===== config.mk =====
export PLATFORM = sky130hd
export DESIGN_NAME = serial_to_parallel_collect
export DESIGN_NICKNAME = d
export VERILOG_FILES = /design/src/rtl/serial_to_parallel_collect.sv
export SDC_FILE = /design/constraint.sdc
export NUM_CORES = 1
export LEC_CHECK = 0
export CAP_MARGIN = 20
export CORE_MARGIN = 5
export CORE_UTILIZATION = 50
export CTS_BUF_LIST = sky130_fd_sc_hd__clkbuf_8
export DETAILED_ROUTE_END_ITERATION = 8
export DONT_BUFFER_PORTS = 1
export HOLD_SLACK_MARGIN = 0.03
export PLACE_DENSITY = 0.76
export SYNTH_ARGS = -nofsm -noshare
export SYNTH_HDL_FRONTEND = slang
export SYNTH_SLANG_ARGS = --single-unit
export TNS_END_PERCENT = 50

===== constraint.sdc =====
create_clock -name clk_i -period 9.6 [get_ports clk_i]
set_input_delay 2.4 -clock clk_i [delete_from_list [all_inputs] [get_ports clk_i]]
set_output_delay 2.4 -clock clk_i [all_outputs]
set_load 0.02 [all_outputs]

===== src/rtl/serial_to_parallel_collect.sv =====
// Collects handshaked N-bit words into a Length-deep register array and holds it until the next start.
// Define SERIAL_TO_PARALLEL_COLLECT_ZERO_PAD_EN to clear every slot on each accepted start.

module serial_to_parallel_collect_checker #(
  parameter int Length = 16,
  localparam int CW = $clog2(Length + 1)
) (
  input logic          clk,
  input logic          rst,
  input logic          assert_on,
  input logic [CW-1:0] fill_count,
  input logic          valid,
  input logic          ready,
  input logic          in_fill,
  input logic          write_en
);

  localparam logic [CW-1:0] LEN_W = CW'(Length);

  a_count_bound: assert property (@(posedge clk) disable iff (rst || !assert_on)
    fill_count <= LEN_W)
    else $error("serial_to_parallel_collect: fill_count %0d beyond Length", fill_count);

  a_valid_known: assert property (@(posedge clk) disable iff (rst || !assert_on)
    ready |-> !$isunknown(valid))
    else $error("serial_to_parallel_collect: valid_i unknown while ready_o=1");

  a_write_in_fill: assert property (@(posedge clk) disable iff (rst || !assert_on)
    write_en |-> in_fill)
    else $error("serial_to_parallel_collect: store write outside FILL");

endmodule

module serial_to_parallel_collect #(
  parameter int N      = 8,
  parameter int Length = 16,
  localparam int CW = $clog2(Length + 1)
) (
  input  logic          clk_i,
  input  logic          rst_i,
  input  logic          start_i,
  input  logic [CW-1:0] count_i,
  input  logic          abort_i,
  input  logic [N-1:0]  data_i,
  input  logic          valid_i,
  output logic          ready_o,
  output logic [N-1:0]  store_o [Length-1:0],
  output logic [CW-1:0] fill_count_o,
  output logic          full_o,
  input  logic          assert_on_i
);

  localparam int IW = (Length > 1) ? $clog2(Length) : 1;
  localparam logic [CW-1:0] LEN_W = CW'(Length);

  typedef enum logic [1:0] {
    IDLE = 2'd0,
    FILL = 2'd1,
    FULL = 2'd2
  } state_t;

  state_t        state;
  state_t        state_next;
  logic [CW-1:0] target;
  logic [CW-1:0] count_inc;
  logic          load_target;
  logic          clear_count;
  logic          write_en;

  // A zero or oversized request means "fill the whole array".
  function automatic logic [CW-1:0] clamp_target(input logic [CW-1:0] req);
    if ((req == {CW{1'b0}}) || (req > LEN_W)) begin
      clamp_target = LEN_W;
    end else begin
      clamp_target = req;
    end
  endfunction

  assign count_inc = fill_count_o + CW'(1'b1);

  // Next-state and control decode; abort takes priority over start.
  always_comb begin
    state_next  = state;
    load_target = 1'b0;
    clear_count = 1'b0;
    write_en    = 1'b0;
    if (abort_i) begin
      state_next  = IDLE;
      clear_count = 1'b1;
    end else begin
      case (state)
        IDLE, FULL: begin
          if (start_i) begin
            state_next  = FILL;
            load_target = 1'b1;
            clear_count = 1'b1;
          end else begin
            state_next = state;
          end
        end
        FILL: begin
          if (valid_i) begin
            write_en = 1'b1;
            if (count_inc == target) begin
              state_next = FULL;
            end else begin
              state_next = FILL;
            end
          end else begin
            state_next = FILL;
          end
        end
        default: begin
          state_next = IDLE;
        end
      endcase
    end
  end

  // State register with handshake flags decoded from the next state only.
  always_ff @(posedge clk_i or posedge rst_i) begin
    if (rst_i) begin
      state   <= IDLE;
      ready_o <= 1'b0;
      full_o  <= 1'b0;
    end else begin
      state   <= state_next;
      ready_o <= (state_next == FILL);
      full_o  <= (state_next == FULL);
    end
  end

  // Target latch and accepted-word counter.
  always_ff @(posedge clk_i or posedge rst_i) begin
    if (rst_i) begin
      target       <= {CW{1'b0}};
      fill_count_o <= {CW{1'b0}};
    end else begin
      if (load_target) begin
        target <= clamp_target(count_i);
      end
      if (clear_count) begin
        fill_count_o <= {CW{1'b0}};
      end else if (write_en) begin
        fill_count_o <= count_inc;
      end
    end
  end

  // Parallel store; slots beyond the target are only touched by the optional clear.
  always_ff @(posedge clk_i or posedge rst_i) begin
    if (rst_i) begin
      for (int i = 0; i < Length; i++) begin
        store_o[i] <= {N{1'b0}};
      end
    end else begin
`ifdef SERIAL_TO_PARALLEL_COLLECT_ZERO_PAD_EN
      if (load_target) begin
        for (int i = 0; i < Length; i++) begin
          store_o[i] <= {N{1'b0}};
        end
      end else if (write_en) begin
        store_o[fill_count_o[IW-1:0]] <= data_i;
      end
`else
      if (write_en) begin
        store_o[fill_count_o[IW-1:0]] <= data_i;
      end
`endif
    end
  end

  serial_to_parallel_collect_checker #(
    .Length(Length)
  ) u_checker (
    .clk        (clk_i),
    .rst        (rst_i),
    .assert_on  (assert_on_i),
    .fill_count (fill_count_o),
    .valid      (valid_i),
    .ready      (ready_o),
    .in_fill    (state == FILL),
    .write_en   (write_en)
  );

endmodule


==> After elaboration in Yosys (flattened, before gate mapping) <==
Cells that the tools add are included.
{ "classes": {"n_mux": 18, "eq_ne": 5, "reduce_logical": 6, "n_lt_le_gt_ge": 3, "n_addsub": 1} }
{ "ops": {"columns": ["operator", "count"], "rows": [
  ["$bwmux 128", 1],
  ["$demux 8 s4", 1],
  ["$mux 5", 3],
  ["$mux 2", 4],
  ["$mux 8", 1],
  ["$mux 1", 7],
  ["$add 5x1->5 const B", 1],
  ["$eq 5x5->1", 1],
  ["$gt 5x5->1 const B", 1],
  ["$logic_not 5->1", 1],
  ["$lt 4x5->1 const B", 1],
  ["$eq 2x1->1 const B", 2],
  ["$eq 2x2->1 const B", 2],
  ["$ge 4x1->1 const B", 1],
  ["$pmux 2 s2", 1],
  ["$logic_not 2->1", 1],
  ["$reduce_bool 2->1", 1],
  ["$reduce_or 2->1", 1],
  ["$logic_and 1x1->1", 1],
  ["$logic_or 1x1->1", 1]
]} }
{ "totals": {"inputBits": 19, "wordCells": 54, "ff_bits": 142, "out_inout_bits": 135} }

==> Logic depth before layout (Yosys ltp) <==
Gate-level depths: netlist of run 1.
{ "depth": {"depth_word": 7, "mapped_depth": 6, "mapped_depth_nobuf": 6} }

==> Least setup slack after synthesis of run 1 <==
Ideal clock, no wire load.
{ "synth_timing": {"path_kind": "in2reg", "from": "input abort_i", "to": "register store_o[102] (netlist name)", "setup_time_ns": 0.128, "path_buffers": 1, "t_required_ns": 9.472, "setup_slack_ns": 6.057, "arrival_time_ns": 3.415, "cell_stages": 5, "path_cell_list": "and4bb_2 -> and2_1 -> buf_4 -> nand3_4 -> mux2_1"} }
{ "synth_via": {"elab_chain_cells": 1} }
{ "synth_rtl": {"columns": ["item", "line", "rtl"], "rows": [
  ["start, declared", "43", "input logic abort_i,"],
  ["$mux 1", "87", "if (abort_i) begin"],
  ["end signal, assigned by index", "154", "store_o[i] <= {N{1'b0}};"],
  ["end signal, assigned by index", "167", "store_o[fill_count_o[IW-1:0]] <= data_i;"],
  ["end, declared", "47", "output logic [N-1:0] store_o [Length-1:0],"]
]} }
Every way passes these cells.
A chain may end at the register's enable or synchronous reset.

==> Final worst setup path of run 1 <==
{ "layout_timing": {"from": "register fill_count_o[3]", "to": "output fill_count_o[3]"} }
{ "layout_rtl": {"columns": ["item", "line", "rtl"], "rows": [
  ["start, declared", "48", "output logic [CW-1:0] fill_count_o,"],
  ["start signal, assigned", "137", "fill_count_o <= {CW{1'b0}};"],
  ["start signal, assigned", "143", "fill_count_o <= {CW{1'b0}};"],
  ["start signal, assigned", "145", "fill_count_o <= count_inc;"]
]} }
No word-level cell between the ends.

==> metrics.yaml, run 1 <==
synthesis:
  async_flop_share_pct: 100
  yosys_most_used_dff: "dfrtp_1"
  syn-num-nets: 399
  postSynthAreaPerCell_um2: 15.1
  synth_edf_count: 0
  synth_area_um2: 5680
  synth.most_common_cell: "dfrtp_1"
  ys_seq_area_share_pct: 62.6
  ys_top_cells_by_count: "142 x dfrtp_1, 123 x mux2_2, 12 x nand2_2"
  synth.distinct_cells: 32
  synth_area_leaders: "dfrtp_1 63%, mux2_2 24%, nand2_2 1.3%"
  synth_top_area_share_pct: 62.6
  synth_warnings: 0
  yosysTopAreaCell: "dfrtp_1"
  syn_inst: 375
  ys_ff_latch: 142
floorplanning:
  start_util_pct: 50.4
  dieWidth_um: 117
  num_rows: 39
  boundaryPins: 154
  die_area_um2: 13600
  fp.dieH_um: 117
  design.core.area_um2: 11300
clock_tree:
  worstSkewPairLatency_ps: 430
  postCtsHoldBufs: 0
  clkTransAtPathRegs_ps: 80
  cts_buffers: 17
  cts_setup_buffers: 0
  h-tree-depth: 4
  clock-sinks: 142
  clockRootBuffer: "clkbuf_8"
  clk_path_buf_depth: 2
  cts_tree: "yes"
  cts_resized: 0
layout:
  n_antenna_cell: 0
  final_util_pct: 55.1
  drive_gt1_share_pct: 44.5
  nNetsFinal: 404
  nFillCells: 934
  area_delta_synth_final_pct: 9.34
grt:
  met1_usage_pct: 23.0
  grt_usage_pct: 19.2
  top_usage_layer: "met2"
  use_met2_pct: 31.3
  grt_max_degree: 83
  met3_usage_pct: 8.65
  grt_pass1_vias: 3329
  grt-ovfl-total: 0
  grt_pass1_wl_um: 19300
  antenna_found_initial: 0
timing:
  maxSlewHeadroom_pct: 49.0
  clock.fmax_mhz: 272
  rsz0062_at_grt: "no"
  hold_violations: 0
  fin_crit_sh_pct: 38.3
  finalSetupViolCount: 0
  tns_ps: 0
  tightest_slew_ps: 766
  final_max_slew_viol_count: 0
  fin_skew_ps: 11.6
  fin_crit_ps: 3670
drt:
  ant_nets: 0
  vias: 3015
  wl_um: 12500
  drc: 0
  drtIter0Drc: 127
  dr.pass1.iters: 4
  routed_via_density: 5.63
  routedWlPerCell_um: 23.4
power_and_ir_drop:
  p_leak_uw: 0.00313
  powerDensity_nw_per_um2: 195
  vdd_drop_max_mv: 0.102
  finalPower_uw: 1210
run:
  maxCapViolations: 0
outcome:
  status: "finished clean"
critical_path:
  critPathRequiredTime_ps: 7200
  end_kind: "output pin"
  crit_type: "reg -> out"
  critPathArrivalTime_ps: 1270
  start_kind: "flip-flop"
  path_max_fanout: 12
placed_design:
  place_congestion: 0.803
  hpwlAfterDp_um: 8690
  io_buffers: 0
hold_path:
  hold_class: "reg -> reg"
-- cells by family (layout without fill, tap and decap cells) --
family	Yosys count	after routing	share of synthesized area, %
XOR/XNOR	7	7	1.08
buffers and inverters	21	39	1.72
AND/OR/NAND/NOR	52	52	5.95
flip-flops	142	142	62.6
multiplexers	128	128	25.4
AO/OA/AOI/OAI	20	20	2.18
adder cells (fa/ha/maj)	5	5	1.10
-- path summary, 6_finish.rpt --
path                                      start               to  slack (ps)  cells after the start
min in group asynchronous                 rst_i      store_o[25]        1870                      1
worst min-delay path                  target[0]        target[0]         520                      2
worst min register to register        target[0]        target[0]         520                      2
worst max-delay path            fill_count_o[3]  fill_count_o[3]        5930                      0
max in group asynchronous                 rst_i     store_o[125]        6560                      3
worst max register to register  fill_count_o[0]     store_o[120]        7500                      4
-- power by group --
part	switching [uW]	internal, uW
clock network	228	237
registers	58.1	628
logic	30.2	29.7
-- area by class of cell --
class / count / area [um2] / area share, %
tap: 143 / 179 / 2.88
clock inverter: 14 / 143 / 2.30
clock buffer: 18 / 248 / 3.99
timing repair buffer: 2 / 35.0 / 0.564
inverter: 5 / 23.8 / 0.383
sequential: 142 / 3550 / 57.2
multi-input combinational: 212 / 2030 / 32.6
-- stage by stage --
step / area [um2] / setup WS, ps / instances / hold slack [ps]
6_report: 6210 / 5930 / 536 / 515
3_5_place_dp: 5790 / 5730 / 503 / 502
2_1_floorplan: 5680 / 3390 / 375 / 469
3_3_place_gp: 5790 / 5740 / 503 / 494
4_1_cts: 6180 / 5870 / 535 / 521
5_1_grt: 6210 / 5850 / 536 / 551
-- layer usage --
metal	vias up	part of all wire, %
met3	13	10
met5	-	0
met2	111	50
met1	1560	39
li1	1331	-
met4	0	1.2
-- placed cells by master, fill, tap and decap left out, drive strengths merged, types with 2 or more instances in the layout --
cell type / synthesis / layout
bufinv: 0 / 2
nor2b: 3 / 3
nand2b: 4 / 4
clkinv: 0 / 3
ha: 5 / 5
mux2: 128 / 128
xor2: 4 / 4
clkinvlp: 0 / 4
and2: 4 / 4
nor2: 7 / 7
o21ai: 9 / 9
nand4bb: 2 / 2
a21oi: 3 / 3
xnor2: 3 / 3
dfrtp: 142 / 142
inv: 5 / 10
a31o: 2 / 2
clkbuf: 11 / 18
nand2: 21 / 21
nand3: 6 / 6
buf: 5 / 2
a31oi: 2 / 2
-- flip-flops by register name, indices dropped and copies added, names as in the netlist --
name          flops
fill_count_o      5
full_o            1
ready_o           1
state             2
store_o         128
target            5
-- worst reg2reg max path: stages, from the launching register on --
cell,delay (ps)
dfrtp_1,620
ha_1,370
nand3_1,170
nor2_2,440
mux2_2,390
(Power assumes the default switching activity.)
==> run 2: changes to the inputs <==
==> constraint.sdc (replaced) <==
create_clock -name clk_i -period 3.8 [get_ports clk_i]
set_input_delay 0.95 -clock clk_i [delete_from_list [all_inputs] [get_ports clk_i]]
set_output_delay 0.95 -clock clk_i [all_outputs]
set_load 0.02 [all_outputs]
==> metrics.yaml, run 2 (synthesized netlist as in run 1, its figures left out) <==
layout:
  drive_gt1_share_pct: 43.9  # -0.65 points
  final_common_cell: "dfrtp_1"
  top_register: "store_o"
  nFillCells: 911  # -2.5%
  largest_reg_flops: 128  # unchanged
  n_antenna_cell: 0  # unchanged
  final_cell_mix: "142 x dfrtp_1, 123 x mux2_2, 21 x clkbuf_8, 12 x nand2_2"
  seqCellArea_um2: 3550  # unchanged
  area_delta_synth_final_pct: 8.90
  nNetsFinal: 404  # unchanged
  final_util_pct: 54.9  # -0.22 points
  stdcell_count: 535  # -0.19%
  multiInputGateArea_um2: 2030  # unchanged
  top_regs: "store_o (128), fill_count_o (5), target (5)"
outcome:
  status: "finished clean"
power_and_ir_drop:
  pwr-share-clk_pct: 38.1  # -0.3 points
  p_leak_uw: 0.00314  # +0.18%
  powerDensity_nw_per_um2: 491  # +150%
  pwr-share-comb_pct: 4.9  # about the same
  vdd_drop_max_mv: 0.340  # +230%
  switching_share_pct: 24.4  # -1.7 points
  switchingPower_uw: 741  # +130%
  internal_power_uw: 2300  # +160%
  sequentialPowerShare_pct: 57.0  # +0.4 points
timing:
  maxSlewHeadroom_pct: 41.6  # -7.4 points
  fin_crit_sh_pct: 58.7
  fin_crit_ps: 2230
  rsz0062_at_grt: "no"
  fin_skew_ps: 10.4  # -1.26 ps
  final_max_slew_viol_count: 0  # unchanged
  clock.fmax_mhz: 448
  hold_violations: 0  # unchanged
  finalSetupViolCount: 0  # unchanged
  tns_ps: 0  # unchanged
  tightest_slew_ps: 876  # +110 ps
floorplanning:
  fp.dieH_um: 117  # unchanged
  die_area_um2: 13600  # unchanged
  boundaryPins: 154  # unchanged
  num_rows: 39  # unchanged
  design.core.area_um2: 11300  # unchanged
  start_util_pct: 50.4  # unchanged
  dieWidth_um: 117  # unchanged
drt:
  vias: 3023  # +0.27%
  drtIter0Drc: 123  # -3.1%
  dr.pass1.iters: 4  # unchanged
  drc: 0  # unchanged
  routed_via_density: 5.65  # +0.45%
  wl_um: 12500  # -0.66%
  ant_nets: 0  # unchanged
  routedWlPerCell_um: 23.3  # -0.48%
clock_tree:
  cts_setup_buffers: 0  # unchanged
  clock-sinks: 142  # unchanged
  clockRootBuffer: "clkbuf_8"
  h-tree-depth: 4  # unchanged
  cts_tree: "yes"
  clkTransAtPathRegs_ps: 70  # about the same
  cts_buffers: 17  # unchanged
  clk_path_buf_depth: 2  # unchanged
  cts_resized: 0  # unchanged
  worstSkewPairLatency_ps: 440  # about the same
  postCtsHoldBufs: 0  # unchanged
placed_design:
  hpwlAfterDp_um: 8670  # -0.15%
  place_congestion: 0.761  # -5.2%
  io_buffers: 0  # unchanged
  numPlacedInstances: 504  # +0.20%
grt:
  grt_pass1_wl_um: 19200  # -0.21%
  grt_usage_pct: 19.4  # +0.19 points
  antenna_found_initial: 0  # unchanged
  grt_pass1_vias: 3298  # -0.93%
  grt_max_degree: 72  # -13%
  grt-ovfl-total: 0  # unchanged
critical_path:
  crit_type: "reg -> out"
  critPathRequiredTime_ps: 2850  # -4350 ps
  end_kind: "output pin"
  start_kind: "flip-flop"
  critPathArrivalTime_ps: 1280  # about the same
  path_max_fanout: 14  # +2
hold_path:
  hold_class: "reg -> reg"
run:
  maxCapViolations: 0  # unchanged
-- run 2: final timing paths --
kind                                 start              end  slack, ps  cells after the start
setup / recovery           fill_count_o[2]  fill_count_o[2]       1570                      0
hold / removal                   target[1]        target[1]        510                      2
setup reg to reg           fill_count_o[0]     store_o[127]       1640                      4
hold reg to reg                  target[1]        target[1]        510                      2
max in group asynchronous            rst_i  fill_count_o[3]       2540                      2
min in group asynchronous            rst_i      store_o[48]        660                      2
-- run 2: power groups by stage --
stage	Sequential, uW	Clock, uW	Combinational (uW)
after floorplan	1740	0	135
after global placement	1760	0	143
after detailed placement	1760	0	152
after CTS	1730	1200	153
after global routing	1740	1270	169
final	1730	1160	149
-- run 2: layout make-up --
cell class | instances | share of cell area, %
well taps | 143 | 2.89
repair buffers | 2 | 0.243
clock buffers | 21 | 4.67
clock inverters | 10 | 1.58
multi-input cells | 212 | 32.8
inverters | 5 | 0.364
flip-flops and latches | 142 | 57.5
-- run 2: worst min-delay path, delay by kind of cell, from the launching register on --
kind / cells / cell delay [ps]
simple gates: 1 / 50
flops: 1 / 360
compound gates: 1 / 60
-- run 2: per-layer routing --
| layer | wire, um | vias up | share of wire [%] | global-route usage, % |
|---|---|---|---|---|
| met5 | 0 | - | 0 | 0 |
| met4 | 221 | 0 | 1.8 | 7.80 |
| met3 | 1300 | 19 | 10 | 9.64 |
| met2 | 6230 | 110 | 50 | 30.1 |
| met1 | 4700 | 1569 | 38 | 23.2 |
| li1 | - | 1325 | - | - |
-- run 2: stage by stage --
step	hold slack (ps)	setup WS [ps]	power [uW]	instance area, um2
3_5_place_dp	498	1380	1910	5800
5_1_grt	560	1450	3180	6180
2_1_floorplan	469	1070	1870	5680
6_report	506	1570	3040	6180
4_1_cts	514	1520	3080	6180
3_3_place_gp	491	1400	1900	5800
==> run 3: changes to the inputs <==
==> constraint.sdc (replaced) <==
create_clock -name clk_i -period 2.16 [get_ports clk_i]
set_input_delay 0.54 -clock clk_i [delete_from_list [all_inputs] [get_ports clk_i]]
set_output_delay 0.54 -clock clk_i [all_outputs]
set_load 0.02 [all_outputs]
==> metrics.yaml, run 3 (synthesized netlist as in run 1, its figures left out) <==
layout:
  final_common_cell: "dfrtp_1"
  top_register: "store_o"
  area_delta_synth_final_pct: 10.4
  largest_reg_flops: 128  # unchanged
  drive_gt1_share_pct: 45.5  # +1.6 points
  n_antenna_cell: 0  # unchanged
  fin_area_um2: 6270  # +1.3%
  stdcell_count: 543  # +1.5%
  nNetsFinal: 411  # +1.7%
  top_regs: "store_o (128), fill_count_o (5), target (5)"
  final_cell_mix: "142 x dfrtp_1, 123 x mux2_2, 22 x clkbuf_8, 12 x nand2_2"
  final_util_pct: 55.6  # +0.73 points
run:
  maxCapViolations: 0  # unchanged
critical_path:
  startpoint: "state[1]"
  r2r_end: "store_o[17]"
  worstRegToRegCells: 4  # unchanged
  critPathArrivalTime_ps: 2160  # +880 ps
  r2r_slack_ps: 320  # -1320 ps
  critPathRequiredTime_ps: 2470  # -380 ps
  cp.depth: 4  # +4
  crit_path_cell_trace: "and4bb_2 > and2_1 > nand2_2 > mux2_2"
  start_kind: "flip-flop"
  crit_buf_inv: 0
  slowest_delay_ps: 400
  crit_type: "reg -> reg"
  worstSetupEndpoint: "store_o[17]"
  r2r_start: "state[1]"
  path_max_fanout: 8  # -6
  end_kind: "flip-flop"
  crit_family: "simple AND/OR/NAND/NOR gates"
  crit_path_top_delay_cell: "dfrtp_1"
clock_tree:
  cts_setup_buffers: 0  # unchanged
  clk_path_buf_depth: 2  # unchanged
  clock-sinks: 142  # unchanged
  worstSkewPairLatency_ps: 430  # about the same
  cts_buffers: 17  # unchanged
  clkTransAtPathRegs_ps: 70  # about the same
  clockRootBuffer: "clkbuf_8"
  cts_tree: "yes"
  cts_resized: 0  # unchanged
  postCtsHoldBufs: 0  # unchanged
  h-tree-depth: 4  # unchanged
grt:
  antenna_found_initial: 0  # unchanged
  grt_usage_pct: 18.7  # -0.63 points
  grt_max_degree: 80  # +11%
  grt-ovfl-total: 0  # unchanged
  grt_pass1_vias: 3255  # -1.3%
  grt_pass1_wl_um: 18700  # -2.7%
power_and_ir_drop:
  p_leak_uw: 0.00317  # +0.85%
  vdd_drop_max_mv: 0.505  # +49%
  powerDensity_nw_per_um2: 847  # +72%
hold_path:
  hold_class: "in -> async"
timing:
  rsz0062_at_grt: "no"
  fin_crit_ps: 1840
  hold_violations: 0  # unchanged
  clock.fmax_mhz: 543
  tightest_slew_ps: 634  # -242 ps
  finalSetupViolCount: 0  # unchanged
  maxSlewHeadroom_pct: 57.5  # +16 points
  fin_crit_sh_pct: 85.2
  tns_ps: 0  # unchanged
  fin_skew_ps: 8.61  # -1.79 ps
  fin_ws_ps: 319  # -1250 ps
  final_max_slew_viol_count: 0  # unchanged
drt:
  drtIter0Drc: 107  # -13%
  wl_um: 12300  # -1.3%
  routed_via_density: 5.58  # -1.2%
  drc: 0  # unchanged
  ant_nets: 0  # unchanged
  routedWlPerCell_um: 22.6  # -2.8%
  vias: 3031  # +0.26%
  dr.pass1.iters: 5  # +1
floorplanning:
  fp.dieH_um: 117  # unchanged
  boundaryPins: 154  # unchanged
  design.core.area_um2: 11300  # unchanged
  start_util_pct: 50.4  # unchanged
  die_area_um2: 13600  # unchanged
  dieWidth_um: 117  # unchanged
  num_rows: 39  # unchanged
placed_design:
  io_buffers: 0  # unchanged
  place_congestion: 0.734  # -3.6%
  place_ws_ps: 170  # -1210 ps
  postPlaceCellArea_um2: 5870  # +1.3%
  hpwlAfterDp_um: 8630  # -0.46%
  numPlacedInstances: 511  # +1.4%
outcome:
  status: "finished clean"
run 3: metal layers:
metal | wire length [um] | up-vias | global-route usage, %
met5 | 0 | - | 0
met4 | 187 | 0 | 6.80
met3 | 1310 | 17 | 8.91
met2 | 6150 | 118 | 30.2
met1 | 4650 | 1556 | 22.0
li1 | - | 1340 | -
run 3: stage by stage:
step | power, uW | hold slack [ps]
6_report | 5310 | 92.4
3_3_place_gp | 3350 | 488
2_1_floorplan | 3290 | 469
5_1_grt | 5550 | 88.6
3_5_place_dp | 3370 | 494
4_1_cts | 5380 | 79.7
run 3: worst min-delay path by stage:
stage,startpoint,end,slack [ps]
final,rst_i,store_o[48],90
after global routing,rst_i,store_o[48],90
after CTS,rst_i,store_o[48],80
after detailed placement,target[3],target[3],490
after global placement,target[3],target[3],490
after floorplan,target[0],target[0],470
run 3: final cells by class:
type | count | area, um2
clock buffers | 22 | 303
clock inverters | 10 | 88.8
fillers | 896 | 5010
inverters | 5 | 22.5
multi-input cells | 212 | 2030
flip-flops and latches | 142 | 3550
well taps | 143 | 179
repair buffers | 9 | 92.6
run 3: report_power, final:
| group | leakage, uW | switching [uW] | internal [uW] |
|---|---|---|---|
| combinational | 0.00102 | 136 | 135 |
| clock | 0.000192 | 944 | 1050 |
| sequential | 0.00196 | 247 | 2790 |
| total | 0.00317 | 1330 | 3980 |
run 3: worst register-to-register path, stage by stage (launching register included):
cell      delay, ps
dfrtp_1         400
and4bb_2        380
and2_1          340
nand2_2         260
mux2_2          340
